$ cat src/rtl/note_sequencer_pkg.sv
// rtl/note_sequencer_pkg.sv - shared types and defaults for the note sequencer
package note_sequencer_pkg;

  localparam int DEF_DEPTH     = 8;
  localparam int DEF_DUR_W     = 16;
  localparam int DEF_GAP_TICKS = 16;

  typedef enum logic [1:0] {
    IDLE = 2'd0,
    PLAY = 2'd1,
    GAP  = 2'd2
  } seq_state_t;

  // Field order matches the packed FIFO word built in the top level.
  typedef struct packed {
    logic [7:0]           note;
    logic [DEF_DUR_W-1:0] dur;
    logic [7:0]           amp;
    logic [1:0]           wave;
  } note_evt_t;

endpackage

$ cat src/rtl/note_fifo.sv
// rtl/note_fifo.sv - single-clock note-event FIFO with count and registered ready
module note_fifo #(
  parameter int WIDTH = 34,
  parameter int DEPTH = 8,
  localparam int AW   = $clog2(DEPTH)
) (
  input  logic             clk,
  input  logic             rst,
  input  logic             push,
  input  logic             pop,
  input  logic             clear,
  input  logic [WIDTH-1:0] wdata,
  output logic [WIDTH-1:0] rdata,
  output logic [AW:0]      count,
  output logic             ready
);

  logic [WIDTH-1:0] mem [DEPTH];
  logic [AW-1:0]    wr_ptr;
  logic [AW-1:0]    rd_ptr;
  logic [AW:0]      count_n;
  logic             do_push;
  logic             do_pop;

  assign do_push = push && ready;
  assign do_pop  = pop && (count != '0);
  assign rdata   = mem[rd_ptr];

  always_comb begin
    count_n = count;
    if (do_push && !do_pop)
      count_n = count + (AW+1)'(1);
    else if (do_pop && !do_push)
      count_n = count - (AW+1)'(1);
  end

  always_ff @(posedge clk) begin
    if (do_push && !clear)
      mem[wr_ptr] <= wdata;
  end

  // ready is registered from the next count so it never depends on push in the same cycle
  always_ff @(posedge clk or posedge rst) begin
    if (rst) begin
      wr_ptr <= '0;
      rd_ptr <= '0;
      count  <= '0;
      ready  <= 1'b1;
    end else if (clear) begin
      wr_ptr <= '0;
      rd_ptr <= '0;
      count  <= '0;
      ready  <= 1'b1;
    end else begin
      if (do_push)
        wr_ptr <= wr_ptr + AW'(1);
      if (do_pop)
        rd_ptr <= rd_ptr + AW'(1);
      count <= count_n;
      ready <= (count_n < (AW+1)'(DEPTH));
    end
  end

endmodule

$ cat src/rtl/note_sequencer.sv
// rtl/note_sequencer.sv - queued note player: FIFO, play/gap FSM and registered player drive
module note_sequencer
  import note_sequencer_pkg::*;
#(
  parameter int DEPTH     = DEF_DEPTH,
  parameter int DUR_W     = DEF_DUR_W,
  parameter int GAP_TICKS = DEF_GAP_TICKS,
  localparam int AW       = $clog2(DEPTH)
) (
  input  logic             clk,
  input  logic             rst,
  input  logic             sample_tick,
  input  logic             enable,
  input  logic             abort,
  input  logic             wr_valid,
  output logic             wr_ready,
  input  logic [7:0]       wr_note,
  input  logic [DUR_W-1:0] wr_dur,
  input  logic [7:0]       wr_amp,
  input  logic [1:0]       wr_wave,
  output logic [7:0]       midi_data,
  output logic             midi_valid,
  output logic [7:0]       amplitude,
  output logic [1:0]       waveform_select,
  output logic             busy,
  output logic             note_done,
  output logic [AW:0]      fifo_count
);

  localparam int EW = 18 + DUR_W;

  seq_state_t       state, state_n;
  logic [DUR_W-1:0] cnt, cnt_n;
  logic [EW-1:0]    head;
  logic             fifo_pop;
  logic             start;
  logic             valid_n;
  logic             done_n;

  logic [7:0]       head_note;
  logic [DUR_W-1:0] head_dur;
  logic [7:0]       head_amp;
  logic [1:0]       head_wave;

  assign head_note = head[EW-1 -: 8];
  assign head_dur  = head[DUR_W+9 : 10];
  assign head_amp  = head[9:2];
  assign head_wave = head[1:0];

  note_fifo #(.WIDTH(EW), .DEPTH(DEPTH)) u_fifo (
    .clk   (clk),
    .rst   (rst),
    .push  (wr_valid && !abort),
    .pop   (fifo_pop),
    .clear (abort),
    .wdata ({wr_note, wr_dur, wr_amp, wr_wave}),
    .rdata (head),
    .count (fifo_count),
    .ready (wr_ready)
  );

  always_comb begin
    state_n  = state;
    cnt_n    = cnt;
    fifo_pop = 1'b0;
    start    = 1'b0;
    valid_n  = midi_valid;
    done_n   = 1'b0;
    if (abort) begin
      state_n = IDLE;
      cnt_n   = '0;
      valid_n = 1'b0;
    end else begin
      unique case (state)
        IDLE: start = enable && (fifo_count != '0);
        PLAY: begin
          if (sample_tick) begin
            if (cnt <= DUR_W'(1)) begin
              state_n = GAP;
              cnt_n   = DUR_W'(GAP_TICKS);
              valid_n = 1'b0;
              done_n  = 1'b1;
            end else begin
              cnt_n = cnt - DUR_W'(1);
            end
          end
        end
        GAP: begin
          if (cnt == '0) begin
            if (enable && (fifo_count != '0))
              start = 1'b1;
            else
              state_n = IDLE;
          end else if (sample_tick) begin
            cnt_n = cnt - DUR_W'(1);
          end
        end
        default: state_n = IDLE;
      endcase
      // A zero duration still plays for one tick.
      if (start) begin
        fifo_pop = 1'b1;
        state_n  = PLAY;
        cnt_n    = (head_dur == '0) ? DUR_W'(1) : head_dur;
        valid_n  = 1'b1;
      end
    end
  end

  always_ff @(posedge clk or posedge rst) begin
    if (rst) begin
      state           <= IDLE;
      cnt             <= '0;
      midi_valid      <= 1'b0;
      note_done       <= 1'b0;
      busy            <= 1'b0;
      midi_data       <= '0;
      amplitude       <= '0;
      waveform_select <= '0;
    end else begin
      state      <= state_n;
      cnt        <= cnt_n;
      midi_valid <= valid_n;
      note_done  <= done_n;
      busy       <= (state_n != IDLE);
      if (start) begin
        midi_data       <= head_note;
        amplitude       <= head_amp;
        waveform_select <= head_wave;
      end
    end
  end

endmodule

$ cat config.mk
export PLATFORM = sky130hd
export DESIGN_NAME = note_sequencer
export DESIGN_NICKNAME = d
export VERILOG_FILES = /design/src/rtl/note_sequencer_pkg.sv /design/src/rtl/note_fifo.sv /design/src/rtl/note_sequencer.sv
export SDC_FILE = /design/constraint.sdc
export NUM_CORES = 1
export LEC_CHECK = 0
export CAP_MARGIN = 20
export CORE_ASPECT_RATIO = 0.7
export CORE_MARGIN = 2
export CORE_UTILIZATION = 60
export DETAILED_ROUTE_END_ITERATION = 7
export HOLD_SLACK_MARGIN = 0.03
export PLACE_DENSITY_LB_ADDON = 0.15
export SYNTH_ARGS = -nofsm -noshare
export SYNTH_HDL_FRONTEND = slang
export SYNTH_SLANG_ARGS = --single-unit
$ cat constraint.sdc
create_clock -name clk -period 4.7 [get_ports clk]
set_clock_uncertainty 0.1 [all_clocks]
set_input_delay 0.94 -clock clk [delete_from_list [all_inputs] [get_ports clk]]
set_output_delay 0.94 -clock clk [all_outputs]
set_load 0.02 [all_outputs]
Word level (Yosys, flattened, before mapping)
Memories as Yosys holds them, arrays and structs flattened.
Index checks and enable logic that the tools add are counted.

operators by class
  add/sub/neg operators = 5
  equality and inequality tests = 5
  magnitude comparators = 2
  muxes and demuxes = 41
  reductions and logical operators = 23

operator list
  cell                                                                     number
  16-bit two-way mux                                                       7
  16-bit zero test                                                         2
  16-bit one-hot mux with 2 select lines                                   1
  1-bit two-way mux                                                        18
  16-bit by 1-bit <= comparator with 1-bit output (second input constant)  1
  16-bit by 1-bit subtractor with 16-bit output (second input constant)    1
  2-bit two-way mux                                                        6
  3-bit two-way mux                                                        4
  4-bit two-way mux                                                        3
  4-bit != test (second input constant)                                    3
  3-bit nonzero test                                                       3
  4-bit nonzero test                                                       2
  1-bit logical AND                                                        7
  3-bit by 1-bit adder with 3-bit output (second input constant)           2
  2-bit one-hot mux with 3 select lines                                    1
  2-bit nonzero test                                                       3
  4-bit by 1-bit adder with 4-bit output (second input constant)           1
  4-bit less-than comparator (second input constant)                       1
  4-bit AND reduction                                                      1
  4-bit by 1-bit subtractor with 4-bit output (second input constant)      1
  1-bit zero test                                                          3
  3-bit AND reduction                                                      1
  2-bit by 1-bit equality test with 1-bit output (second input constant)   1
  2-bit equality test (second input constant)                              1
  2 further kinds                                                          2

word-level totals
  bits in registers = 50
  memories kept = 1
  memory bits (writable) = 272
  bits of input ports = 40

memories
  memory      depth  bits a word  read ports  clocked after memory_dff  write ports  line             source
  u_fifo.mem  8      34           1           0                         1            note_fifo.sv:18  logic [WIDTH-1:0] mem [DEPTH];

Logic depth before layout (Yosys ltp)
Gate-level depths: netlist of run 1.

  depth in word-level cells = 14
  gate-level depth with buffers = 11
  depth with buffers taken out = 8

Modules after synthesis
Synthesis of run 1 repeated with hierarchy kept, for this count alone.

unflattened totals
  cell total of the unflattened synthesis = 694
  area total of the unflattened synthesis = 13262.7 um^2

by module, submodules not included
  module          area an instance (um^2)  times used  cells each
  note_fifo       10925.5                  1           472
  note_sequencer  2337.2                   1           222

Worst setup path after synthesis of run 1
OpenSTA, ideal clock, no wires.

  path type = in2reg
  start point = in wr_valid
  end point = mem u_fifo.mem[0][0] (enable)
  stages = 4
  slack = 210 ps
  buffers on the path = 1
  setup time = 468 ps
  arrival = 3922 ps
  cells stage by stage = nand2_1 -> clkbuf_1 -> or3_1 -> nor3_1

on the way
  cells in the longest elaborated chain, start to end = 5

ends and longest elaborated chain
  element                                  line                  source
  start, declared                          note_sequencer.sv:15  input logic wr_valid,
  1-bit logical AND                        note_sequencer.sv:53  .push (wr_valid && !abort),
  1-bit logical AND                        note_fifo.sv:25       assign do_push = push && ready;
  1-bit logical AND                        note_fifo.sv:38       if (do_push && !clear)
  1-bit two-way mux                        note_fifo.sv:38
  1-bit two-way mux (implied by the code)  note_fifo.sv:39       mem[wr_ptr] <= wdata;
  end, declared                            note_fifo.sv:18

Every way passes these cells.

Final worst setup path of run 1
  start point = reg cnt[14]
  end point = reg cnt[10]

on the way
  cells in the longest elaborated chain, start to end = 6

ends and longest elaborated chain
  element                                                                              line                                        source
  start, declared                                                                      note_sequencer.sv:33                        logic [DUR_W-1:0] cnt, cnt_n;
  start signal, assigned                                                               note_sequencer.sv:122                       cnt <= cnt_n;
  16-bit by 1-bit <= comparator with 1-bit output or 16-bit zero test (tied branches)  note_sequencer.sv:78, note_sequencer.sv:89
  16-bit two-way mux or 1-bit two-way mux (tied branches)                              note_sequencer.sv:78, note_sequencer.sv:89
  16-bit two-way mux or 1-bit one-hot mux with 2 select lines (tied branches)          note_sequencer.sv:77, note_sequencer.sv:74
  16-bit one-hot mux with 2 select lines or 1-bit two-way mux (tied branches)          note_sequencer.sv:74, note_sequencer.sv:69
  16-bit two-way mux (tied with other cells)                                           note_sequencer.sv:101                       if (start) begin
  16-bit two-way mux or 4-bit AND reduction (tied branches)                            --

Parallel ways exist; a longest one is shown, timed or not. The select of a mux whose other input is x is not followed.
A chain may end at the register's enable or synchronous reset.

==> results.py, run 1 <==
metrics = {
    "outcome": {
        "status": "completed",
    },
    "power_and_ir_drop": {
        "vdd_drop_max_v": 0.000328,
        "leakage_uw": 0.00482,
        "powerDensity_mw_per_mm2": 529,
        "total_power_uw": 7830,
    },
    "cells_and_area": {
        "antennaDiodeCount": 0,
        "final_layout_size_suffix_gt1_share_pct": 16.0,
        "nets": 849,
        "fin_area_mm2": 0.0148,
        "stdcell_count": 1100,
        "syn_to_final_growth_pct": 14.9,
    },
    "clocking": {
        "cts_buffer_depth": 3,
        "clk_pin_slew_worst_paths_ns": 0.06,
        "htreeDepth": 1,
        "clkLatencyLatePin_ns": 0.55,
        "ctsHoldBuffers": 0,
        "cts_repair_resize_count": 0,
        "postCtsSetupBuffers": 0,
        "cts_buffers": 30,
        "root_buffer": "clkbuf_16",
        "clock-sinks": 322,
        "cts_tree": "yes",
    },
    "critical_path": {
        "cp.arrival_ns": 3.52,
        "path_max_fanout": 16,
        "required_ns": 5.02,
        "worst_path_max_delay_cell": "nor3b_4",
        "critical_path_class": "reg -> reg",
        "start_kind": "flop",
        "cp_slowest_stage_delay_ns": 0.76,
        "end_kind": "flop",
        "crit_chain": "or4_4, nor4_4, nor3b_4, nor2_2, a221oi_1, nor3_1",
    },
    "place": {
        "dpl.hpwl_um": 15900,
        "io_buffers": 65,
        "post-place-cells": 1046,
        "post_dp_cell_area_mm2": 0.0139,
        "gp_congestion": 0.846,
    },
    "global_route": {
        "grt_util_all_layers_pct": 24.1,
        "grt-ovfl-total": 0,
        "grt_max_degree": 48,
        "grt_pass1_vias": 7038,
        "grt_pass1_wl_um": 40800,
        "antenna_found_initial": 0,
    },
    "synth": {
        "synthDominantCellAreaShare_pct": 63.4,
        "synth_nets": 775,
        "synth-simple-area-share_pct": 5.44,
        "synthArstFlopShare_pct": 15.5,
        "ys_types": 55,
        "synth-compound-area-share_pct": 5.05,
        "avgSynthCellArea_um2": 17.7,
        "ys_seq_area_share_pct": 73.2,
        "yosysMostFrequentCell": "edfxtp_1",
        "synth_edf_count": 272,
        "synth_top_family_by_area": "multiplexers",
        "synth_warnings": 0,
        "synth_area_mm2": 0.0129,
        "synth_top_cell_by_area": "edfxtp_1",
        "netlist_instances": 728,
        "synth-xor-area-share_pct": 0.680,
        "synth_seq_cells": 322,
        "synthTopCellsByCount": "edfxtp_1 (272), mux4_2 (54), dfrtp_1 (49), mux2i_1 (46), nand2_1 (43)",
        "ys_top_cells_by_area": "edfxtp_1 (63%), dfrtp_1 (9.5%), mux4_2 (9.4%), mux2i_1 (3.6%), nand2_1 (1.3%)",
        "synth_fa_ha_area_share_pct": 0.758,
        "synth_top_flop_cell": "edfxtp_1",
        "synth.area.mux_share_pct": 13.1,
    },
    "sta": {
        "post-route-period-util_pct": 68.2,
        "drv_slew": 0,
        "finalSetupViolations": 0,
        "slew-limit-headroom_pct": 36.4,
        "post-route-min-period_ns": 3.20,
        "max_freq_mhz": 312,
        "worstMarginPinSlew_ns": 0.951,
        "holdWs_ns": 0.384,
        "finalSetupTns_ns": 0,
        "hold_viol_final": 0,
        "rsz0062_at_grt": "false",
    },
    "route": {
        "vias": 7012,
        "ant_nets": 0,
        "drc": 0,
        "viasPerCell": 6.37,
        "drtIter0Drc": 747,
        "wl_per_cell_um": 23.8,
        "drtPass1Iterations": 5,
        "wl_um": 26200,
    },
    "die": {
        "rows": 44,
        "die_w_um": 179,
        "io_pins": 66,
        "die_y_um": 127,
        "initial_core_util_pct": 61.7,
        "core-area_mm2": 0.0209,
        "dieArea_mm2": 0.0227,
    },
    "min_path": {
        "min_path_type": "reg -> reg",
    },
    "run": {
        "drv_cap": 0,
    },
}
-- stage by stage --
| stage | utilization, % | setup slack (ns) |
|---|---|---|
| floorplan | - | 0.210 |
| global placement | 66.6 | 1.15 |
| detailed placement | 66.6 | 1.08 |
| CTS | 70.9 | 1.54 |
| global route | 70.9 | 1.34 |
| finish | 70.9 | 1.50 |
-- logic make-up after synthesis --
family,Yosys count
compound gates,98
simple gates,137
xor+xnor,10
flops,322
fa+ha+maj,8
buf+inv,52
mux,101
-- worst max-delay path, delay by kind of cell (launching register included) --
family             cells  cell delay (ns)
DFF                    1             0.43
and+or+nand+nor        5             2.16
AOI/OAI and AO/OA      1             0.38
-- layout make-up --
| class | instances | area (µm²) |
|---|---|---|
| Clock buffer | 49 | 873 |
| Clock inverter | 5 | 25.0 |
| Timing Repair Buffer | 84 | 806 |
| Inverter | 10 | 37.5 |
| Sequential cell | 322 | 9430 |
| Multi-Input combinational cell | 354 | 3280 |
| Tap cell | 276 | 345 |
| Fill cell | 1285 | 6070 |
-- cell usage in the layout (no fill, tap or decap), types with 13 or more instances in the layout --
master           netlist  final
o21ai_0               24     24
nand2_1               43     43
clkbuf_1              18     15
clkbuf_16              0     31
dfrtp_1               49     46
mux4_2                54     54
edfxtp_1             272    272
mux2i_1               46     46
nor3_1                15     13
nor2_1                27     21
buf_4                  4     18
clkdlybuf4s50_1        0     65
a21oi_1               22     22
-- sequential cells by signal (all words and copies together) (netlist names) --
signal and flops:
u_fifo.mem 272, cnt 16, amplitude 8, midi_data 8, u_fifo.count 4, u_fifo.rd_ptr 3
u_fifo.wr_ptr 3, state 2, waveform_select 2, busy 1, midi_valid 1, note_done 1
u_fifo.ready 1
-- layer usage --
layer | vias to the layer above | wire, µm | global-route usage, % | part of all wire, %
li1 | 3043 | - | - | -
met1 | 3660 | 12000 | 38.7 | 46
met3 | 36 | 1700 | 3.18 | 6.5
met5 | - | 0 | 0 | 0
met2 | 273 | 12000 | 36.3 | 46
met4 | 0 | 407 | 4.64 | 1.6
-- final timing paths --
check                      cells after the start          endpoint  slack, ns    startpoint
hold reg to reg                                2      midi_data[6]       0.38  midi_data[6]
min in group asynchronous                      2  u_fifo.rd_ptr[1]       0.73           rst
hold / removal                                 2      midi_data[6]       0.38  midi_data[6]
setup / recovery                               6           cnt[10]       1.50       cnt[14]
max in group asynchronous                      3  u_fifo.rd_ptr[2]       2.93           rst
setup reg to reg                               6           cnt[10]       1.50       cnt[14]
-- where the power goes --
group	internal [µW]	total, µW	leakage (µW)	switching, µW
Clock	1260	2220	0.000432	959
Sequential	3340	3590	0.00310	253
Combinational	912	2030	0.00129	1110
Total	5510	7830	0.00482	2330
(Power assumes the default switching activity.)
==> run 2: changes to the inputs <==
- CORE_UTILIZATION: 60 -> 54
- clock period: 4.7 -> 2.9 ns (I/O delays scaled with it)
==> run 2 against run 1 <==
- total power grew 66%
- utilization shrank 6.0 points
- maximum frequency grew 15%
- first-iteration DRC count decreased by 14%
- via count rose by 0.24%
- critical endpoint unchanged
- non-clock buffer count is 27 higher
- sequential cell count is the same
- critical path type unchanged
==> results.py, run 2 (same netlist as run 1, synthesis figures left out) <==
metrics = {
    "sta": {
        "post-route-min-period_ns": 2.77,
        "post-route-period-util_pct": 95.7,
        "max_freq_mhz": 360,
        "worstMarginPinSlew_ns": 0.553,
        "holdWs_ns": 0.165,
        "hold_viol_final": 0,
        "rsz0062_at_grt": "false",
        "slew-limit-headroom_pct": 62.2,
        "drv_slew": 0,
        "finalSetupViolations": 0,
    },
    "clocking": {
        "ctsHoldBuffers": 0,
        "cts_buffers": 30,
        "htreeDepth": 1,
        "clk_pin_slew_worst_paths_ns": 0.06,
        "clock-sinks": 322,
        "cts_tree": "yes",
        "cts_buffer_depth": 3,
        "clkLatencyLatePin_ns": 0.54,
        "root_buffer": "clkbuf_16",
    },
    "critical_path": {
        "cp_slowest_stage_delay_ns": 0.57,
        "cp_common_cell": "nor3_1",
        "path_delay_family": "simple AND/OR/NAND/NOR gates",
        "cp.arrival_ns": 3.08,
        "required_ns": 3.21,
        "worst_path_max_delay_cell": "or3b_2",
        "r2r-start": "cnt[0]",
        "rrSetupSlack_ns": 0.13,
        "crit_chain": "inv_1, ha_1, or3b_2, nor3_1, nand2_1, xnor2_1, a221oi_1, nor3_1",
        "reg2reg_depth": 8,
        "critical_path_class": "reg -> reg",
        "reg2reg_to": "cnt[10]",
        "end_kind": "flop",
        "path_max_fanout": 7,
        "start_kind": "flop",
        "crit_buf_inv": 1,
    },
    "global_route": {
        "antenna_found_initial": 1,
        "grt_pass1_vias": 7121,
        "grt_util_all_layers_pct": 22.4,
        "grt_pass1_wl_um": 42400,
        "grt_max_degree": 38,
        "grt-ovfl-total": 0,
        "grt_use_met2_pct": 33.6,
        "met1_usage_pct": 35.5,
        "top_usage_layer": "met1",
        "use_met3_pct": 3.82,
    },
    "cells_and_area": {
        "final_common_cell": "edfxtp_1",
        "fill_cells": 1628,
        "syn_to_final_growth_pct": 18.6,
        "multi_input_area_mm2": 0.00329,
        "final_layout_size_suffix_gt1_share_pct": 19.2,
        "fin_area_mm2": 0.0153,
        "nets": 876,
        "antennaDiodeCount": 0,
        "regArea_mm2": 0.00943,
        "largest_reg_flops": 272,
        "top_regs": "u_fifo.mem: 272 flops, cnt: 16 flops",
        "largest-register": "u_fifo.mem",
        "most-common-layout-cells": "edfxtp_1 (272), clkdlybuf4s50_1 (65), mux4_2 (54)",
    },
    "route": {
        "ant_nets": 0,
        "drtPass1Iterations": 5,
        "wl_um": 27500,
        "viasPerCell": 6.01,
        "wl_per_cell_um": 23.5,
        "drc": 0,
        "vias": 7029,
        "drtIter0Drc": 646,
    },
    "place": {
        "post_dp_cell_area_mm2": 0.0144,
        "gp_congestion": 0.866,
        "dpl.hpwl_um": 17400,
        "io_buffers": 65,
    },
    "die": {
        "core-area_mm2": 0.0235,
        "io_pins": 66,
        "rows": 47,
        "dieArea_mm2": 0.0251,
        "initial_core_util_pct": 54.7,
        "die_w_um": 189,
        "die_y_um": 133,
    },
    "power_and_ir_drop": {
        "vdd_drop_max_v": 0.000469,
        "powerDensity_mw_per_mm2": 851,
        "total_power_uw": 13000,
        "leakage_uw": 0.00501,
    },
    "run": {
        "drv_cap": 0,
    },
    "min_path": {
        "min_path_type": "in -> async",
    },
    "outcome": {
        "status": "completed",
    },
}
## run 2: cell type report
type                    count  area share, %
clock inverters            12          0.541
multi-input cells         354           21.6
repair buffers            111           7.91
flip-flops and latches    322           61.7
clock buffers              42           5.41
inverters                  10          0.246
well taps                 318           2.60
## run 2: power breakdown
group | total (µW) | switching [µW] | internal (µW)
Clock | 3650 | 1580 | 2060
Sequential | 5710 | 304 | 5410
Combinational | 3640 | 1990 | 1650
## run 2: timing repair
action / CTS / global route
buffers inserted: 0 / 0
resized for setup: 0 / 1
endpoints found under the setup margin: 0 / 1
## run 2: how the worst max path moves through the flow
stage / startpoint / endpoint / slack, ns / cells after the start
after CTS: cnt[0] / cnt[10] / 0.19 / 8
after global routing: u_fifo.count[0] / cnt[0] / 0.07 / 9
final: cnt[0] / cnt[10] / 0.13 / 8
after detailed placement: cnt[14] / cnt[9] / 0.18 / 7
after global placement: cnt[0] / cnt[14] / 0.23 / 8
after floorplan: u_fifo.ready / u_fifo.mem[6][0] / -0.37 / 4
## run 2: routing by layer
layer	share of wire [%]	wire length [µm]	vias up
li1	-	-	3100
met1	47	13000	3656
met2	45	12500	240
met3	6.4	1760	33
met4	1.2	323	0
met5	0	0	-
## run 2: per-stage QoR
stage                     utilization [%]  TNS (ns)  instances  worst slack, ns
after global routing                 64.9         0       1169           0.0699
after CTS                            64.9         0       1169            0.195
after global placement               61.1         0       1115            0.225
final                                64.9         0       1169            0.125
after floorplan                         -    -66.28        728           -0.371
after detailed placement             61.1         0       1115            0.179
